[config.mk]
export PLATFORM = sky130hd
export DESIGN_NAME = iq_dispatch_ctrl
export DESIGN_NICKNAME = d
export VERILOG_FILES = /design/src/rtl/iq_dispatch_ctrl.sv
export SDC_FILE = /design/constraint.sdc
export NUM_CORES = 1
export LEC_CHECK = 0
export CAP_MARGIN = 5
export CELL_PAD_IN_SITES_DETAIL_PLACEMENT = 1
export CELL_PAD_IN_SITES_GLOBAL_PLACEMENT = 1
export CORE_AREA = 2 2 73 75
export CTS_CLUSTER_SIZE = 40
export DETAILED_ROUTE_END_ITERATION = 10
export DIE_AREA = 0 0 75 77
export PLACE_DENSITY_LB_ADDON = 0.2
export SYNTH_ARGS = -nofsm -noshare
export SYNTH_HDL_FRONTEND = slang
export SYNTH_SLANG_ARGS = --single-unit
export TNS_END_PERCENT = 50
[constraint.sdc]
create_clock -name i_clk -period 4.4 [get_ports i_clk]
set_clock_uncertainty 0.05 [all_clocks]
set_input_delay 0.88 -clock i_clk [delete_from_list [all_inputs] [get_ports i_clk]]
set_output_delay 0.88 -clock i_clk [all_outputs]
set_load 0.05 [all_outputs]
[src/rtl/iq_dispatch_ctrl.sv]
// Occupancy/credit controller for the 4-in/1-out issue queue: all-or-nothing group
// dispatch, issue drain and branch-kill recovery. Optional stall counter: IQ_DISP_PERF_CNT_EN.
module iq_dispatch_ctrl #(
  parameter int unsigned SIZE      = 32,
  parameter int unsigned DISP_W    = 4,
  parameter int unsigned WIDTH_CNT = 6,
  parameter int unsigned RECOV_CYC = 1
) (
  input  logic                 i_clk,
  input  logic                 i_rst,
  input  logic [3:0]           i_disp_valid,
  output logic                 o_disp_ready,
  output logic                 o_q_en,
  input  logic                 i_issue,
  input  logic                 i_kill,
  input  logic [WIDTH_CNT-1:0] i_kill_cnt,
  output logic [WIDTH_CNT-1:0] o_count,
  output logic                 o_empty,
`ifdef IQ_DISP_PERF_CNT_EN
  output logic                 o_full,
  output logic [31:0]          o_stall_cnt
`else
  output logic                 o_full
`endif
);

  localparam int unsigned EW = WIDTH_CNT + 1;
  localparam int unsigned RW = 3;

  typedef enum logic [1:0] {
    S_IDLE    = 2'd0,
    S_RUN     = 2'd1,
    S_BLOCK   = 2'd2,
    S_RECOVER = 2'd3
  } state_t;

  state_t               r_state;
  state_t               w_state_next;
  logic [RW-1:0]        r_rcnt;
  logic [RW-1:0]        w_rcnt_next;
  logic [WIDTH_CNT-1:0] r_count;
  logic [WIDTH_CNT-1:0] w_count_next;
  logic                 r_empty;
  logic                 r_full;

  logic [EW-1:0]        w_n;
  logic [EW-1:0]        w_free;
  logic [EW-1:0]        w_sub;
  logic [EW-1:0]        w_free_next;
  logic                 w_ready;
  logic                 w_accept;
  logic                 w_iss;
  state_t               w_class;

  // Lane popcount and credit check use only the registered occupancy.
  assign w_n      = EW'(i_disp_valid[0]) + EW'(i_disp_valid[1])
                  + EW'(i_disp_valid[2]) + EW'(i_disp_valid[3]);
  assign w_free   = EW'(SIZE) - EW'(r_count);
  assign w_ready  = (r_state != S_RECOVER) && (w_free >= EW'(DISP_W)) && !i_kill;
  assign w_accept = w_ready && (|i_disp_valid);
  assign w_iss    = i_issue && (r_count != '0);
  assign w_sub    = EW'(w_iss) + EW'(i_kill_cnt);

  // Next occupancy; a kill saturates at zero instead of wrapping.
  always_comb begin
    w_count_next = r_count;
    if (i_kill) begin
      if (EW'(r_count) >= w_sub) begin
        w_count_next = WIDTH_CNT'(EW'(r_count) - w_sub);
      end else begin
        w_count_next = '0;
      end
    end else begin
      w_count_next = WIDTH_CNT'(EW'(r_count) + (w_accept ? w_n : EW'(0)) - EW'(w_iss));
    end
  end

  // Steady-state class derived from the next occupancy.
  assign w_free_next = EW'(SIZE) - EW'(w_count_next);
  always_comb begin
    w_class = S_RUN;
    if (w_count_next == '0) begin
      w_class = S_IDLE;
    end else if (w_free_next < EW'(DISP_W)) begin
      w_class = S_BLOCK;
    end
  end

  // Next-state logic: kill wins, then recovery countdown, then occupancy class.
  always_comb begin
    w_state_next = w_class;
    w_rcnt_next  = r_rcnt;
    if (i_kill) begin
      w_state_next = S_RECOVER;
      w_rcnt_next  = RW'(RECOV_CYC);
    end else if (r_state == S_RECOVER) begin
      if (r_rcnt != '0) begin
        w_rcnt_next = r_rcnt - RW'(1);
      end
      if (r_rcnt > RW'(1)) begin
        w_state_next = S_RECOVER;
      end
    end
  end

  always_ff @(posedge i_clk) begin
    if (i_rst) begin
      r_state <= S_IDLE;
      r_rcnt  <= '0;
      r_count <= '0;
      r_empty <= 1'b1;
      r_full  <= 1'b0;
    end else begin
      r_state <= w_state_next;
      r_rcnt  <= w_rcnt_next;
      r_count <= w_count_next;
      r_empty <= (w_count_next == '0);
      r_full  <= (w_count_next == WIDTH_CNT'(SIZE));
    end
  end

  assign o_disp_ready = w_ready;
  assign o_q_en       = w_accept;
  assign o_count      = r_count;
  assign o_empty      = r_empty;
  assign o_full       = r_full;

`ifdef IQ_DISP_PERF_CNT_EN
  logic [31:0] r_stall_cnt;

  // Counts every cycle with pending lanes that were not accepted, saturating.
  always_ff @(posedge i_clk) begin
    if (i_rst) begin
      r_stall_cnt <= '0;
    end else if ((|i_disp_valid) && !w_ready && (r_stall_cnt != 32'hFFFF_FFFF)) begin
      r_stall_cnt <= r_stall_cnt + 32'd1;
    end
  end

  assign o_stall_cnt = r_stall_cnt;
`endif

endmodule

==> results.md, run 1 <==
* Mapped Cells at 169
* Fin crit share at 97.22%
* Routed len/inst at 13.68 um
* Post-synthesis net count at 211
* Post-Syn Area per Cell at 8.099 um2
* Port-buffer cells at 23
* Vias in the first global route at 1,435
* Power Density at 741.7 nW/um2
* Die area at 5775 um2
* CP max stage cell: or4_4
* Clock Path Buffers at 2
* WHS Path Cells at 2
* Crit. End Element: register
* Worst Hold Class: register to register
* Count of different cell masters after synthesis at 42
* First-pass GRT wire length at 6265 um
* Seq cells post-synth at 13
* RSZ-0062 raised after global routing: false
* Worst Max-Slew Pin Slew at 0.5132 ns
* Setup CP Type: input port to register
* Cell mode on critical path: ha_1
* Clk sinks at 13
* CP Launch Type: input port
* Top_reg_cell synth: dfxtp_1
* Final setup vio count at 0
* Clk slew on worst S/H paths at 0.06 ns
* Routed WL at 3802 um
* P_leak at 0.8265 nW
* Commonest cells post-synth: 25 x ha_1, 25 x inv_1, 20 x nor2_1
* # diodes at 0
* DR pass1 iterations at 4
* WP data required at 4.50 ns
* Ports at 24
* Core Area at 4977 um2
* Cells along the critical path: clkdlybuf4s50_1 -> fa_1 -> ha_1 -> ha_1 -> nand2_1 -> ha_1 -> inv_1 -> fa_2 -> a21o_1 -> a21oi_2 -> xnor2_1 -> o32a_1 -> or4_4 -> a31o_1
* MaxCap Viol Count at 0
* Post-synth EDFFs at 0
* Detail Placement HPWL at 3251 um
* Layout Nets at 251
* Fin. Hold Viols at 0
* Synth async-reset ratio at 0%
* Rows at 26
* Crit path depth at 14
* Gr ovfl total at 0
* TritonCTS Buffers at 3
* Rel. slew slack at 65.68%
* Resized cells post-CTS at 0
* Largest net degree at the start of global routing at 11
* Top-area cell type share of the netlist area at 22.85%
* Iter 0 DRT Violations at 25
* Die Width at 75 um
* Yosys warnings at 0
* CTS tree: yes
* GP Congestion at 0.7707
* Placed cell areas at 1813 um2
* Dpl cells at 273
* Critical Path Max Stage Delay at 0.52 ns
* CP delay by family, top: adder cells
* Status: completed
* Non-filler cells, final at 278
* Chip Height at 77 um
* Initial antenna violation count at 0
* Via-to-Cell Ratio at 4.781
* VDD IR max at 0.2423 mV
* Worst path bufs/invs at 2
* Crit path DAT at 4.37 ns
* Remaining antenna violation count at 0
* P&R area growth vs syn at 36.29%
* Drt drc at 0
* Total number of vias at 1,329
* Top cells by area in the synthesized netlist: ha_1 23%, dfxtp_1 19%, inv_1 6.9%
* Worst r2r path cells at 15
* Slew Limit Fails at 0
* Post-Syn Area at 1369 um2
* Clk_lat worst skew at 0.25 ns
* Layout cells sized above 1 at 13.94%
* Crit Path Max Fanout at 2
* Yosys top cell by area: ha_1
* Global Route Usage Sum at 14.14%
* Fmax at 0.2338 GHz
* Htree depth at 1
* Sequential-to-total area share from yosys stat at 19.01%
* Initial Util at 27.50%
* Clock root buffer: clkbuf_8
* Min Tclk post-route at 4.278 ns
* Finished Cell Area at 1866 um2
[state kept, by name, indices dropped and copies added (netlist names)]
name / cells
r_state: 2
o_count: 6
o_full: 1
o_empty: 1
r_rcnt: 3
[per-stage QoR]
| stage | setup TNS [ns] | utilization [%] | power [W] | hold slack (ns) | setup WS [ns] |
|---|---|---|---|---|---|
| CTS | 0 | 37.33 | 0.001396 | 0.5156 | 0.09364 |
| global route | 0 | 37.48 | 0.001530 | 0.5525 | 0.001799 |
| floorplan | 0 | - | 0.0009273 | 0.4386 | 0.02548 |
| finish | 0 | 37.48 | 0.001384 | 0.5211 | 0.1221 |
| global placement | -0.1166 | 36.43 | 0.001254 | 0.4583 | -0.07347 |
| detailed placement | -0.3647 | 36.43 | 0.001272 | 0.5078 | -0.1572 |
[placed cells by master, fill, tap and decap left out, drive strengths merged, types with 2 or more instances in the layout]
master         netlist  layout
a21o                 3       3
a21oi                9       9
a311oi               2       2
a31o                 2       2
and3                 2       2
and3b                2       2
buf                  0      14
clkbuf               2       4
clkdlybuf4s50        0      23
dfxtp               13      13
fa                   3       3
ha                  25      25
inv                 25      25
nand2                9       9
nand3                5       5
nand4                3       3
nor2                20      20
nor3                 3       3
o211ai               3       3
o21a                 4       4
o21ai                6       6
xnor2                6       6
xor2                 5       5
[power by group]
group | switching, W | total (W) | internal, W | leakage (nW)
logic | 0.000584 | 0.00108 | 0.000492 | 0.696
registers | 0.0000396 | 0.000198 | 0.000159 | 0.108
clock network | 0.0000453 | 0.000109 | 0.0000641 | 0.0228
total | 0.000669 | 0.00138 | 0.000714 | 0.826
[layout make-up]
| class | count | area [um2] |
|---|---|---|
| well taps | 70 | 87.58 |
| clock buffers | 4 | 45.04 |
| multi-input cells | 129 | 1039 |
| inverters | 25 | 96.34 |
| flip-flops and latches | 13 | 262.8 |
| repair buffers | 37 | 335.3 |
| fillers | 607 | 3112 |
[kinds of logic after synthesis]
| kind of cell | Yosys count | synth area share [%] |
|---|---|---|
| xor+xnor | 11 | 7.038 |
| buf+inv | 27 | 7.404 |
| simple gates | 49 | 17.92 |
| flops | 13 | 19.01 |
| compound gates | 41 | 21.39 |
| fa+ha+maj | 28 | 27.24 |
[tightest hold or removal path, delay by kind of cell (launching register included)]
kind | cells | cell delay (ns)
compound gates | 1 | 0.08
flops | 1 | 0.32
simple gates | 1 | 0.11
[final timing paths]
kind | startpoint | endpoint | slack [ns]
worst max-delay path | i_disp_valid[3] | r_state[0] | 0.12
worst min-delay path | r_rcnt[1] | r_rcnt[1] | 0.52
worst max register to register | o_count[5] | r_state[0] | 0.52
worst min register to register | r_rcnt[1] | r_rcnt[1] | 0.52
[layer usage]
metal	global-route usage (%)	up-vias	part of all wire, %
li1	-	670	-
met1	15.34	624	43
met2	25.61	26	51
met3	1.840	9	2.8
met4	7.321	0	3.2
met5	0	-	0
[repair_timing]
item                                    4_1_cts  5_1_grt
buffers inserted                              0        1
endpoints found under the setup margin        0        3
hold buffers                                  0        0
(Power assumes the default switching activity.)
==> run 2, diff against run 1 <==
--- a/config.mk
+++ b/config.mk
@@ -12,6 +12,7 @@
 export CTS_CLUSTER_SIZE = 40
 export DETAILED_ROUTE_END_ITERATION = 10
 export DIE_AREA = 0 0 75 77
+export GPL_ROUTABILITY_DRIVEN = 0
 export PLACE_DENSITY_LB_ADDON = 0.2
 export SYNTH_ARGS = -nofsm -noshare
 export SYNTH_HDL_FRONTEND = slang
==> results of run 2 <==
Final layout, timing and power as in run 1 (identical DEF).
==> run 3, diff against run 2 <==
--- a/config.mk
+++ b/config.mk
@@ -9,6 +9,7 @@
 export CELL_PAD_IN_SITES_DETAIL_PLACEMENT = 1
 export CELL_PAD_IN_SITES_GLOBAL_PLACEMENT = 1
 export CORE_AREA = 2 2 73 75
+export CTS_CLUSTER_DIAMETER = 200
 export CTS_CLUSTER_SIZE = 40
 export DETAILED_ROUTE_END_ITERATION = 10
 export DIE_AREA = 0 0 75 77
==> constraint.sdc (replaced) <==
create_clock -name i_clk -period 5.55 [get_ports i_clk]
set_clock_uncertainty 0.05 [all_clocks]
set_input_delay 1.11 -clock i_clk [delete_from_list [all_inputs] [get_ports i_clk]]
set_output_delay 1.11 -clock i_clk [all_outputs]
set_load 0.05 [all_outputs]
==> results.md, run 3 (synthesized netlist as in run 1, its figures left out) <==
* Status: completed
* Total number of vias at 1,289
* DR pass1 iterations at 4
* Ports at 24
* Resized cells post-CTS at 0
* Fin crit share at 84.83%
* Multi-input logic area at 1011 um2
* Post-CTS Setup Inserts at 0
* Clk sinks at 13
* WHS Path Cells at 2
* Worst Max-Slew Pin Slew at 0.5123 ns
* # diodes at 0
* Hold_sp: r_rcnt[1]
* Via-to-Cell Ratio at 4.864
* Initial antenna violation count at 0
* Routed len/inst at 14.34 um
* Seq. cell area at 260.3 um2
* First-pass GRT wire length at 6354 um
* Fmax at 0.2124 GHz
* Rows at 26
* Global Route Usage Sum at 14.43%
* Power Density at 573.1 nW/um2
* Chip Height at 77 um
* RSZ-0062 raised after global routing: false
* WHS at 0.4934 ns
* Gr ovfl total at 0
* Vias in the first global route at 1,370
* Worst R2R Setup Slack at 1.39 ns
* Finished Cell Area at 1735 um2
* Setup CP Type: input port to register
* Routed WL at 3801 um
* CTS tree: yes
* Largest net degree at the start of global routing at 11
* P&R area growth vs syn at 26.78%
* Detail Placement HPWL at 3278 um
* Die Width at 75 um
* P_leak at 0.7636 nW
* Fin. Hold Viols at 0
* Layout cells sized above 1 at 4.615%
* Pwr Total at 0.0009946 W
* Worst r2r path cells at 15
* Crit Path Max Fanout at 3
* Number of hold buffers added after cts at 0
* Remaining antenna violation count at 0
* Dpl ws at 0.5584 ns
* Htree depth at 1
* Layout Nets at 238
* CP Launch Type: input port
* Core Area at 4977 um2
* Clock Path Buffers at 2
* WP data required at 5.63 ns
* Placed cell areas at 1690 um2
* VDD IR max at 0.1953 mV
* Iter 0 DRT Violations at 15
* Clk_lat worst skew at 0.24 ns
* FILL cells at 611
* Initial Util at 27.50%
* TritonCTS Buffers at 3
* Largest register FFs at 6
* Worst Hold Class: register to register
* Clock root buffer: clkbuf_8
* Crit path DAT at 4.79 ns
* Terminus of the critical flop-to-flop path: r_state[0]
* Drt drc at 0
* Final setup vio count at 0
* Die area at 5775 um2
* Clk slew on worst S/H paths at 0.06 ns
* MaxCap Viol Count at 0
* Hold Crit Endpoint: r_rcnt[1]
* Port-buffer cells at 23
* Commonest cells after routing, fill and taps aside: 25 x inv_1, 25 x ha_1, 23 x clkdlybuf4s50_1
* Final setup TNS at 0 ns
* Min Tclk post-route at 4.708 ns
* Reg2reg start: o_count[4]
* Crit. End Element: register
* Rel. slew slack at 65.74%
* Slew Limit Fails at 0
* Final setup margin at 0.8418 ns
run 3: cell types whose count changed in the layout (fill, tap and decap cells not counted), moves of 2 or more:
cell     change
a21oi_1      +2
dfxtp_1      +2
buf_4       -13
dfxtp_2      -2
run 3: metrics by stage:
| step | util, % | instances |
|---|---|---|
| 2_1_floorplan | - | 169 |
| 3_3_place_gp | 33.96 | 261 |
| 3_5_place_dp | 33.96 | 261 |
| 4_1_cts | 34.87 | 265 |
| 5_1_grt | 34.87 | 265 |
| 6_report | 34.87 | 265 |
run 3: worst max-delay path: stages:
cell	delay, ns
clkdlybuf4s50_1	0.45
fa_1	0.50
ha_1	0.21
ha_1	0.27
nand2_1	0.05
ha_1	0.27
inv_1	0.07
fa_1	0.46
a21o_1	0.18
a21oi_1	0.18
xnor2_1	0.10
o32a_1	0.21
or4_4	0.52
a31o_1	0.22
run 3: worst max-delay path by stage:
stage / startpoint / to / slack, ns / cells after the start
final: i_disp_valid[0] / r_state[0] / 0.84 / 14
after CTS: i_kill / r_state[0] / 0.80 / 16
after global placement: i_kill / r_state[0] / 0.64 / 16
after global routing: i_kill / r_state[0] / 0.53 / 16
after detailed placement: i_kill / r_state[0] / 0.56 / 16
after floorplan: i_kill / r_state[0] / 0.08 / 16
run 3: final cells by class:
| type | count | share of cell area, % |
|---|---|---|
| Clock buffer | 4 | 2.596 |
| Inverter | 25 | 5.407 |
| Multi-Input combinational cell | 129 | 58.26 |
| Sequential cell | 13 | 15.00 |
| Tap cell | 70 | 5.047 |
| Timing Repair Buffer | 24 | 13.70 |
run 3: metal layers:
metal  vias up  GRT usage [%]  wire, um
met2        20          27.28      2041
met4         0          4.286        36
met5         -              0         0
li1        644              -         -
met3         2          1.840       106
met1       623          16.06      1616
run 3: power breakdown:
| group | internal [W] | switching, W |
|---|---|---|
| registers | 0.000125 | 0.0000294 |
| clock network | 0.0000507 | 0.0000351 |
| logic | 0.000309 | 0.000445 |
| total | 0.000485 | 0.000510 |
